**config.mk**
```make
export PLATFORM = sky130hd
export DESIGN_NAME = conv_window_formatter
export DESIGN_NICKNAME = d
export VERILOG_FILES = /design/src/rtl/conv_window_formatter_pkg.sv /design/src/rtl/conv_window_formatter_raster_counter.sv /design/src/rtl/conv_window_formatter.sv
export SDC_FILE = /design/constraint.sdc
export NUM_CORES = 1
export LEC_CHECK = 0
export ABC_AREA = 1
export BUFFER_PORTS_ARGS = -buffer_cell sky130_fd_sc_hd__buf_4
export CAP_MARGIN = 0
export CORE_ASPECT_RATIO = 1.5
export CORE_UTILIZATION = 55
export CTS_CLUSTER_SIZE = 28
export DETAILED_ROUTE_END_ITERATION = 16
export PLACE_DENSITY = 0.7
export SETUP_SLACK_MARGIN = 0.4
export SYNTH_ARGS = -nofsm -noshare
export SYNTH_HDL_FRONTEND = slang
export SYNTH_HIERARCHICAL = 1
export SYNTH_SLANG_ARGS = --single-unit
```
**constraint.sdc**
```tcl
create_clock -name clock -period 6.1 [get_ports clock]
set_clock_uncertainty 0.15 [all_clocks]
set_input_delay 0.915 -clock clock [delete_from_list [all_inputs] [get_ports clock]]
set_output_delay 0.915 -clock clock [all_outputs]
set_load 0.01 [all_outputs]
```
**src/rtl/conv_window_formatter_pkg.sv**
```systemverilog
// Shared types and constants for the convolution window formatter.
// Holds the frame FSM encoding, marker bit positions and kernel margin helper.
package conv_window_formatter_pkg;

  typedef enum logic [1:0] {
    ST_IDLE   = 2'd0,
    ST_ACTIVE = 2'd1,
    ST_DONE   = 2'd2
  } fsm_state_e;

  localparam int MRK_SOL = 0;
  localparam int MRK_EOL = 1;
  localparam int MRK_SOF = 2;
  localparam int MRK_EOF = 3;
  localparam int MRK_W   = 4;

  // Pixels of context on each side of the window centre.
  function automatic int k_margin(input int k);
    return (k - 1) / 2;
  endfunction

endpackage

```
**src/rtl/conv_window_formatter_raster_counter.sv**
```systemverilog
// Column/row raster position counter with enable, programmable wrap limits
// and a flag that marks the final position of the frame.
module raster_counter (
  input  logic        clock,
  input  logic        reset_n,
  input  logic        en,
  input  logic [15:0] col_last,
  input  logic [15:0] row_last,
  output logic [15:0] col,
  output logic [15:0] row,
  output logic        last
);

  logic [15:0] col_q, col_d;
  logic [15:0] row_q, row_d;

  always_comb begin
    col_d = col_q;
    row_d = row_q;
    if (en) begin
      if (col_q == col_last) begin
        col_d = '0;
        row_d = (row_q == row_last) ? '0 : row_q + 16'd1;
      end else begin
        col_d = col_q + 16'd1;
      end
    end
  end

  always_ff @(posedge clock) begin
    if (!reset_n) begin
      col_q <= '0;
      row_q <= '0;
    end else begin
      col_q <= col_d;
      row_q <= row_d;
    end
  end

  assign col  = col_q;
  assign row  = row_q;
  assign last = (col_q == col_last) && (row_q == row_last);

endmodule

```
**src/rtl/conv_window_formatter.sv**
```systemverilog
// Restores frame geometry on the kernel result stream: crops or fills border
// results and tags each output with coordinates and line/frame markers (1 cycle).
module conv_window_formatter
  import conv_window_formatter_pkg::*;
#(
  parameter int           N          = 8,
  parameter int           K          = 3,
  parameter int           FILL_MODE  = 0,
  parameter logic [N-1:0] FILL_VALUE = '0
) (
  input  logic         clock,
  input  logic         reset_n,
  input  logic [15:0]  width,
  input  logic [15:0]  height,
  input  logic         in_valid,
  input  logic [N-1:0] in_data,
  output logic         out_valid,
  output logic [N-1:0] out_data,
  output logic [15:0]  out_col,
  output logic [15:0]  out_row,
  output logic         out_sol,
  output logic         out_eol,
  output logic         out_sof,
  output logic         out_eof,
  output logic         frame_done,
  output logic         config_error
);

  localparam logic [15:0] BORDER = 16'(2 * k_margin(K));

  logic [15:0] w_q, h_q, w_out_q, h_out_q;
  logic        cfg_err_q;
  fsm_state_e  state_q, state_d;

  logic             out_valid_q, out_valid_d;
  logic [N-1:0]     out_data_q, out_data_d;
  logic [15:0]      out_col_q, out_col_d;
  logic [15:0]      out_row_q, out_row_d;
  logic [MRK_W-1:0] mrk_q, mrk_d;

  logic [15:0] in_col, in_row;
  logic        in_last;
  logic [15:0] oc_col, oc_row;
  logic        oc_last;
  logic [15:0] out_col_last, out_row_last;
  logic        accept, interior, emit;

  assign accept       = in_valid && !cfg_err_q;
  assign interior     = (in_col >= BORDER) && (in_row >= BORDER);
  assign emit         = accept && ((FILL_MODE != 0) || interior);
  assign out_col_last = (FILL_MODE != 0) ? (w_q - 16'd1) : (w_out_q - 16'd1);
  assign out_row_last = (FILL_MODE != 0) ? (h_q - 16'd1) : (h_out_q - 16'd1);

  raster_counter u_in_pos (
    .clock    (clock),
    .reset_n  (reset_n),
    .en       (accept),
    .col_last (w_q - 16'd1),
    .row_last (h_q - 16'd1),
    .col      (in_col),
    .row      (in_row),
    .last     (in_last)
  );

  // Crop mode counts interior beats only, so its position is the output coordinate.
  generate
    if (FILL_MODE == 0) begin : g_crop
      raster_counter u_out_pos (
        .clock    (clock),
        .reset_n  (reset_n),
        .en       (accept && interior),
        .col_last (out_col_last),
        .row_last (out_row_last),
        .col      (oc_col),
        .row      (oc_row),
        .last     (oc_last)
      );
    end else begin : g_fill
      assign oc_col  = in_col;
      assign oc_row  = in_row;
      assign oc_last = (in_col == out_col_last) && (in_row == out_row_last);
    end
  endgenerate

  always_comb begin
    out_valid_d = emit;
    out_data_d  = out_data_q;
    out_col_d   = out_col_q;
    out_row_d   = out_row_q;
    mrk_d       = '0;
    if (emit) begin
      out_data_d     = interior ? in_data : FILL_VALUE;
      out_col_d      = oc_col;
      out_row_d      = oc_row;
      mrk_d[MRK_SOL] = (oc_col == 16'd0);
      mrk_d[MRK_EOL] = (oc_col == out_col_last);
      mrk_d[MRK_SOF] = (oc_col == 16'd0) && (oc_row == 16'd0);
      mrk_d[MRK_EOF] = oc_last;
    end
  end

  always_comb begin
    state_d = state_q;
    case (state_q)
      ST_IDLE:   if (accept) state_d = in_last ? ST_DONE : ST_ACTIVE;
      ST_ACTIVE: if (accept && in_last) state_d = ST_DONE;
      ST_DONE:   state_d = accept ? (in_last ? ST_DONE : ST_ACTIVE) : ST_IDLE;
      default:   state_d = ST_IDLE;
    endcase
  end

  // Geometry and derived output frame size are captured only while in reset.
  always_ff @(posedge clock) begin
    if (!reset_n) begin
      w_q         <= width;
      h_q         <= height;
      w_out_q     <= width - 16'(K - 1);
      h_out_q     <= height - 16'(K - 1);
      cfg_err_q   <= (width < 16'(K)) || (height < 16'(K));
      state_q     <= ST_IDLE;
      out_valid_q <= 1'b0;
      out_data_q  <= '0;
      out_col_q   <= '0;
      out_row_q   <= '0;
      mrk_q       <= '0;
    end else begin
      state_q     <= state_d;
      out_valid_q <= out_valid_d;
      out_data_q  <= out_data_d;
      out_col_q   <= out_col_d;
      out_row_q   <= out_row_d;
      mrk_q       <= mrk_d;
    end
  end

  assign out_valid    = out_valid_q;
  assign out_data     = out_data_q;
  assign out_col      = out_col_q;
  assign out_row      = out_row_q;
  assign out_sol      = mrk_q[MRK_SOL];
  assign out_eol      = mrk_q[MRK_EOL];
  assign out_sof      = mrk_q[MRK_SOF];
  assign out_eof      = mrk_q[MRK_EOF];
  assign frame_done   = (state_q == ST_DONE);
  assign config_error = cfg_err_q;

endmodule

```
==> results of run 1 <==
metal layers:
layer  part of all wire  routed length [um]  up-vias
li1                   -                   -     5149
met1               0.42               10600     4379
met2               0.51               13000      254
met3              0.037                 945       65
met4              0.031                 775        0
met5                  0                   0        -
cell families after synthesis:
kind of cell / count (synthesis) / synth area share
DFF: 174 / 0.388
and+or+nand+nor: 992 / 0.389
xor gates and xnor gates: 87 / 0.0726
buffers and inverters: 259 / 0.0974
adders and majority gates: 10 / 0.0118
AOI/OAI and AO/OA: 85 / 0.0414
report_power, final:
part	internal, mW	total, mW	switching, mW	leakage [nW]
registers	1.24	1.28	0.0341	1.51
clock network	0.540	0.995	0.455	0.265
logic	0.0965	0.257	0.160	4.03
total	1.88	2.53	0.649	5.81
worst min-delay path by stage:
stage / from / slack (ps) / to / cells after the start
finish: out_data[3] / 370 / out_data[3] / 2
global route: u_in_pos/row[10] / 400 / u_in_pos/row[10] / 2
CTS: out_data[3] / 370 / out_data[3] / 2
detailed placement: out_row[12] / 350 / out_row[12] / 2
global placement: out_data[5] / 340 / out_data[5] / 2
floorplan: g_crop.u_out_pos/col[7] / 320 / out_col[7] / 2
stage by stage:
step / power [mW] / util / hold WS (ps)
6_report: 2.53 / 0.642 / 367
4_1_cts: 2.55 / 0.642 / 371
3_3_place_gp: 1.55 / 0.614 / 344
2_1_floorplan: 1.48 / - / 321
3_5_place_dp: 1.56 / 0.614 / 350
5_1_grt: 2.64 / 0.642 / 400
placed cells by master (no fill, tap or decap), types with 6 or more instances in the layout:
master | synthesis | routed
clkbuf_16 | 0 | 17
ha_1 | 10 | 10
nand4_1 | 21 | 21
nand2_1 | 481 | 481
xnor2_1 | 16 | 16
nor3_1 | 30 | 30
inv_2 | 7 | 8
dfxtp_1 | 111 | 111
nand3b_1 | 6 | 6
xor2_1 | 70 | 70
inv_1 | 228 | 228
a21oi_1 | 18 | 18
nor2_2 | 14 | 13
nand3_1 | 77 | 77
buf_4 | 2 | 91
nor4_1 | 14 | 14
edfxtp_1 | 63 | 63
o21ai_0 | 60 | 60
nor2_1 | 325 | 325
nand2_2 | 8 | 8
area by class of cell:
class	instances	share of cell area
Clock buffer	21	0.0383
Clock inverter	10	0.00563
Inverter	239	0.0755
Multi-Input combinational cell	1174	0.455
Sequential cell	174	0.343
Tap cell	252	0.0263
Timing Repair Buffer	91	0.0569
registers in the layout (all words and copies together) (netlist names):
register,flops
g_crop.u_out_pos/col,16
g_crop.u_out_pos/row,16
h_q,16
out_col,16
out_row,16
u_in_pos/col,16
u_in_pos/row,16
w_q,16
h_out_q,15
w_out_q,15
out_data,8
mrk_q,4
state_q,2
config_error,1
out_valid,1
synthesized netlist by cell type (all sizes together):
master  count
o21bai      1
nand3      79
xnor2      17
edfxtp     63
xor2       70
a21oi      18
nand4      21
o41ai       1
clkinv      2
clkbuf      9
nand2     492
ha         10
or2         4
and2        1
nor4       14
a31oi       4
buf        11
dfxtp     111
and3        1
o21ai      60
inv       237
nor2      342
nor3       32
nand3b      6
o31ai       1
worst max-delay path: stages, from the launching register on:
cell and delay, ps:
edfxtp_1 470, inv_2 180, ha_1 210, nand2_1 90, nor3_1 420, nand4_1 200, nor2_1 160, xor2_1 190
inv_1 60, nand2_1 50, nand2_1 50, nor2_1 90, nand2_1 70, nor2_2 150, nand2_1 120, nor2_1 410
nand2_1 120, nand2_1 80, nor2_1 50
==> flow_summary_export.csv, run 1 <==
group,metric,value,unit
global_route,grt_use_met1,0.291,
floorplan,rows,61,
sta,max_freq,293,MHz
sta,hold_viol_final,0,
worst_setup_path,worstSetupStartpointType,"register",
finish,regArea,4110,um2
routing,postRouteAntennaNets,0,
floorplan,die_area,19800,um2
placed_design,dpl_worst_slack,2450,ps
floorplan,ios,90,
cts,cts_max_level,4,
cts,clock-root-buffer,"clkbuf_16",
cts,clk_pin_slew,70,ps
worst_setup_path,r2r_slack,2680,ps
cts,max-clock-path-buffers,2,
synthesis,synth_cell_types,39,
global_route,grt_util_met2,0.496,
worst_setup_path,reg2reg_from,"w_q[0]",
routing,drtIter0Drc,589,
floorplan,initial_core_util,0.567,
routing,vias,9847,
global_route,grt_pass1_wl,41.8,mm
power_and_ir_drop,cellPowerDensity,211,nW/um2
worst_setup_path,end_kind,"register",
sta,rsz0062_at_grt,"no",
global_route,grt-ovfl-total,0,
finish,final_layout_size_suffix_gt1_frac,0.0960,
sta,maxSlewHeadroom,0.363,
routing,viasPerCell,5.02,
synthesis,syn_area_per_cell,6.60,um2
worst_setup_path,arrival,3590,ps
global_route,grt_pass1_vias,9435,
global_route,antenna_found_initial,0,
synthesis,synth_top_cell_by_area,"dfxtp_1",
hold_path,hp-class,"reg -> reg",
finish,layout.cells.non_filler,1961,
placed_design,port_buffers,89,
worst_setup_path,required,6280,ps
global_route,grt_max_degree,65,
sta,period_share,0.560,
placed_design,dp_hpwl,18.9,mm
sta,tightest_slew,954,ps
sta,setup_slack,2680,ps
synthesis,synth_area_leaders,"dfxtp_1, edfxtp_1, nand2_1, nor2_1, inv_1",
routing,wl,25.3,mm
cts,numCtsBuffers,17,
synthesis,synth.net_count,1660,
placed_design,placedCellCount,1930,
placed_design,post_dp_cell_area,11500,um2
power_and_ir_drop,ir_worst_vdd,0.000173,V
worst_setup_path,endpoint,"u_in_pos/row[8]",
power_and_ir_drop,p_leak,5.81,nW
placed_design,routabilityCongestion,0.907,
cts,cts_tree,"done",
synthesis,yosysWarningCount,6,
job,cap_violations,0,
finish,fill_cells,1779,
routing,routedWlPerCell,12.9,um
finish,fin_area,12000,um2
routing,drcViolationCount,0,
sta,layout_min_cycle_time,3420,ps
sta,setup_viol,0,
floorplan,die_h,172,um
cts,cts.sinks,174,
synthesis,synth_top_area_share,0.210,
worst_setup_path,path_class,"reg -> reg",
sta,slew_viol_final,0,
finish,n_antenna_cell,0,
finish,multi_input_comb_area,5460,um2
global_route,grt_use_met3,0.0452,
worst_setup_path,cp_max_fo,8,
synthesis,syn_inst,1607,
worst_setup_path,r2r-end,"u_in_pos/row[8]",
global_route,grt.busiest_layer,"met2",
worst_setup_path,reg2regPathDepth,18,
run_status,status,"finished, final reports clean",
synthesis,synth_seq_cells,174,
global_route,track_usage,0.267,
cts,clock_latency,430,ps
finish,fin_nets,1750,
synthesis,netlist_area,10600,um2
cts,postCtsSetupBuffers,0,
finish,syn2layout_area_growth,13.3,%
cts,ctsResizeCount,0,
synthesis,yosysSeqAreaShare,0.388,
sta,tns,0,ps
worst_setup_path,critPathLaunch,"w_q[0]",
cts,postCtsHoldBufs,0,
floorplan,die_x,115,um
routing,firstDrtPassIters,5,
floorplan,core_area,18700,um2
Power figures use the tool's default switching activity.
==> inputs of run 2 (changes only) <==
==> constraint.sdc (replaced) <==
create_clock -name clock -period 3.45 [get_ports clock]
set_clock_uncertainty 0.15 [all_clocks]
set_input_delay 0.5175 -clock clock [delete_from_list [all_inputs] [get_ports clock]]
set_output_delay 0.5175 -clock clock [all_outputs]
set_load 0.01 [all_outputs]
==> run 2 against run 1 <==
Cell area increased by 3.6%. Utilization increased by 2.3 points. Count of clock-buffer cells in the layout increased by 1. Hold slack got worse by 250 ps. Sequential power increased by 77%. Critical path type unchanged. Highest routed layer unchanged.
==> flow_summary_export.csv, run 2 (synthesis gave the netlist of run 1 again) <==
group,metric,value,unit
worst_setup_path,reg2reg_from,"w_q[0]",
power_and_ir_drop,p_int,3.47,mW
finish,n_antenna_cell,0,
worst_setup_path,critPathLaunch,"w_q[0]",
power_and_ir_drop,combPwrFrac,0.105,
routing,wl,26.6,mm
floorplan,die_x,115,um
hold_path,holdCritStartpoint,"width[14]",
power_and_ir_drop,ir_worst_vdd,0.000319,V
routing,drcViolationCount,0,
global_route,track_usage,0.272,
finish,layout_commonest_cell,"nand2_1",
cts,cts.sinks,174,
worst_setup_path,worstSetupStartpointType,"register",
placed_design,dp_hpwl,19.1,mm
cts,clock-root-buffer,"clkbuf_16",
power_and_ir_drop,power.share.clock,0.408,
global_route,grt_max_degree,64,
finish,fin_nets,1776,
worst_setup_path,crit_buf_inv,4,
floorplan,ios,90,
floorplan,die_area,19800,um2
floorplan,core_area,18700,um2
worst_setup_path,critPathMostFrequentCell,"nor2_1",
run_status,status,"finished, final reports clean",
finish,final_cell_mix,"nand2_1, nor2_1, inv_1, dfxtp_1, buf_4",
global_route,antenna_found_initial,0,
sta,setup_viol,0,
cts,numCtsBuffers,17,
global_route,grt_pass1_vias,9288,
hold_path,hold_depth,1,
power_and_ir_drop,power_switching,1.18,mW
cts,postCtsHoldBufs,0,
hold_path,hp-class,"in -> reg",
cts,max-clock-path-buffers,2,
placed_design,placedCellCount,1937,
global_route,grt_pass1_wl,42.0,mm
cts,clk_pin_slew,70,ps
routing,firstDrtPassIters,5,
worst_setup_path,r2r-end,"u_in_pos/row[6]",
floorplan,rows,61,
cts,cts_tree,"done",
worst_setup_path,reg2regPathDepth,19,
power_and_ir_drop,swShare,0.254,
sta,max_freq,352,MHz
sta,layout_min_cycle_time,2840,ps
power_and_ir_drop,cellPowerDensity,374,nW/um2
job,cap_violations,0,
finish,final_layout_size_suffix_gt1_frac,0.123,
worst_setup_path,cp_top_family,"simple AND/OR/NAND/NOR gates",
worst_setup_path,crit_slowest_cell,"edfxtp_1",
routing,postRouteAntennaNets,0,
sta,tightest_slew,951,ps
sta,slew_viol_final,0,
cts,clock_latency,430,ps
placed_design,routabilityCongestion,0.885,
sta,hold_viol_final,0,
worst_setup_path,r2r_slack,610,ps
placed_design,port_buffers,89,
routing,routedWlPerCell,13.4,um
worst_setup_path,max_stage_delay,430,ps
routing,drtIter0Drc,526,
finish,layout.cells.non_filler,1988,
worst_setup_path,crit_chain,"inv_4, ha_2, nand2_1, nor3_2, buf_4, nand4_1, nor2_1, xor2_1, inv_1, nand2_1, nand2_1, nor2_1, nand2_1, nor2_4, nand3_4, buf_6, nor2_1, nor2_1, nor2_1",
finish,fill_cells,1699,
routing,viasPerCell,5.02,
power_and_ir_drop,p_leak,5.99,nW
floorplan,die_h,172,um
sta,maxSlewHeadroom,0.366,
worst_setup_path,cp_max_fo,7,
hold_path,holdPathEnd,"w_q[14]",
power_and_ir_drop,pwr-share-seq,0.487,
routing,vias,9977,
worst_setup_path,path_class,"reg -> reg",
worst_setup_path,arrival,3070,ps
floorplan,initial_core_util,0.567,
global_route,grt-ovfl-total,0,
finish,syn2layout_area_growth,17.3,%
sta,tns,0,ps
worst_setup_path,end_kind,"register",
sta,rsz0062_at_grt,"yes",
cts,cts_max_level,4,
worst_setup_path,required,3680,ps
sta,period_share,0.824,
-- run 2: layout make-up --
cell class,instances,area (um2),share of cell area
Timing Repair Buffer,113,868,0.0698
Timing Repair inverter,1,7.51,0.000603
Sequential cell,174,4110,0.331
Inverter,239,912,0.0733
Multi-Input combinational cell,1177,5650,0.454
Tap cell,252,315,0.0253
Clock inverter,10,86.3,0.00694
Clock buffer,22,487,0.0391
-- run 2: layer usage --
layer  track usage  vias to the layer above  part of all wire
met5             0                        -                 0
met4         0.149                        0             0.045
met3        0.0484                       71             0.045
met2         0.503                      275              0.51
met1         0.289                     4428              0.40
li1              -                     5203                 -
-- run 2: worst max path at each step --
stage / endpoint / slack, ps / depth (start not counted)
5_1_grt: state_q[0] / 350 / 19
6_report: u_in_pos/row[6] / 610 / 19
4_1_cts: g_crop.u_out_pos/row[14] / 410 / 19
3_5_place_dp: g_crop.u_out_pos/row[13] / 270 / 19
3_3_place_gp: u_in_pos/row[0] / 370 / 18
2_1_floorplan: u_in_pos/row[13] / 620 / 19
-- run 2: power by group through the flow --
stage                     logic [mW]  clock network, mW  registers [mW]
after global placement         0.444                  0            2.30
after detailed placement       0.451                  0            2.30
final                          0.488               1.90            2.26
after floorplan                0.326                  0            2.29
after CTS                      0.459               1.92            2.26
after global routing           0.558               2.01            2.27
-- run 2: timing repair --
| action | 4_1_cts | 5_1_grt |
|---|---|---|
| gates cloned | 1 | 3 |
| endpoints found under the setup margin | 44 | 58 |
| pin swaps | 0 | 14 |
| gates resized for setup | 4 | 43 |
| setup buffers | 1 | 14 |
-- run 2: metrics by stage --
stage | power, mW | area [um2] | utilization | setup WS [ps] | hold slack [ps]
6_report | 4.65 | 12400 | 0.665 | 608 | 121
5_1_grt | 4.84 | 12400 | 0.665 | 352 | 108
4_1_cts | 4.64 | 12100 | 0.649 | 412 | 104
3_5_place_dp | 2.76 | 11500 | 0.617 | 274 | 352
3_3_place_gp | 2.75 | 11500 | 0.617 | 369 | 345
2_1_floorplan | 2.62 | 10600 | - | 623 | 321
-- run 2: worst register-to-register path, cell delays in order (launching register included) --
cell      delay (ps)
edfxtp_1         430
inv_4            110
ha_2             190
nand2_1          100
nor3_2           120
buf_4            150
nand4_1          100
nor2_1           130
xor2_1           190
inv_1             60
nand2_1           60
nand2_1           50
nor2_1           140
nand2_1          110
nor2_4           130
nand3_4          160
buf_6            190
nor2_1            90
nor2_1            50
nor2_1            80
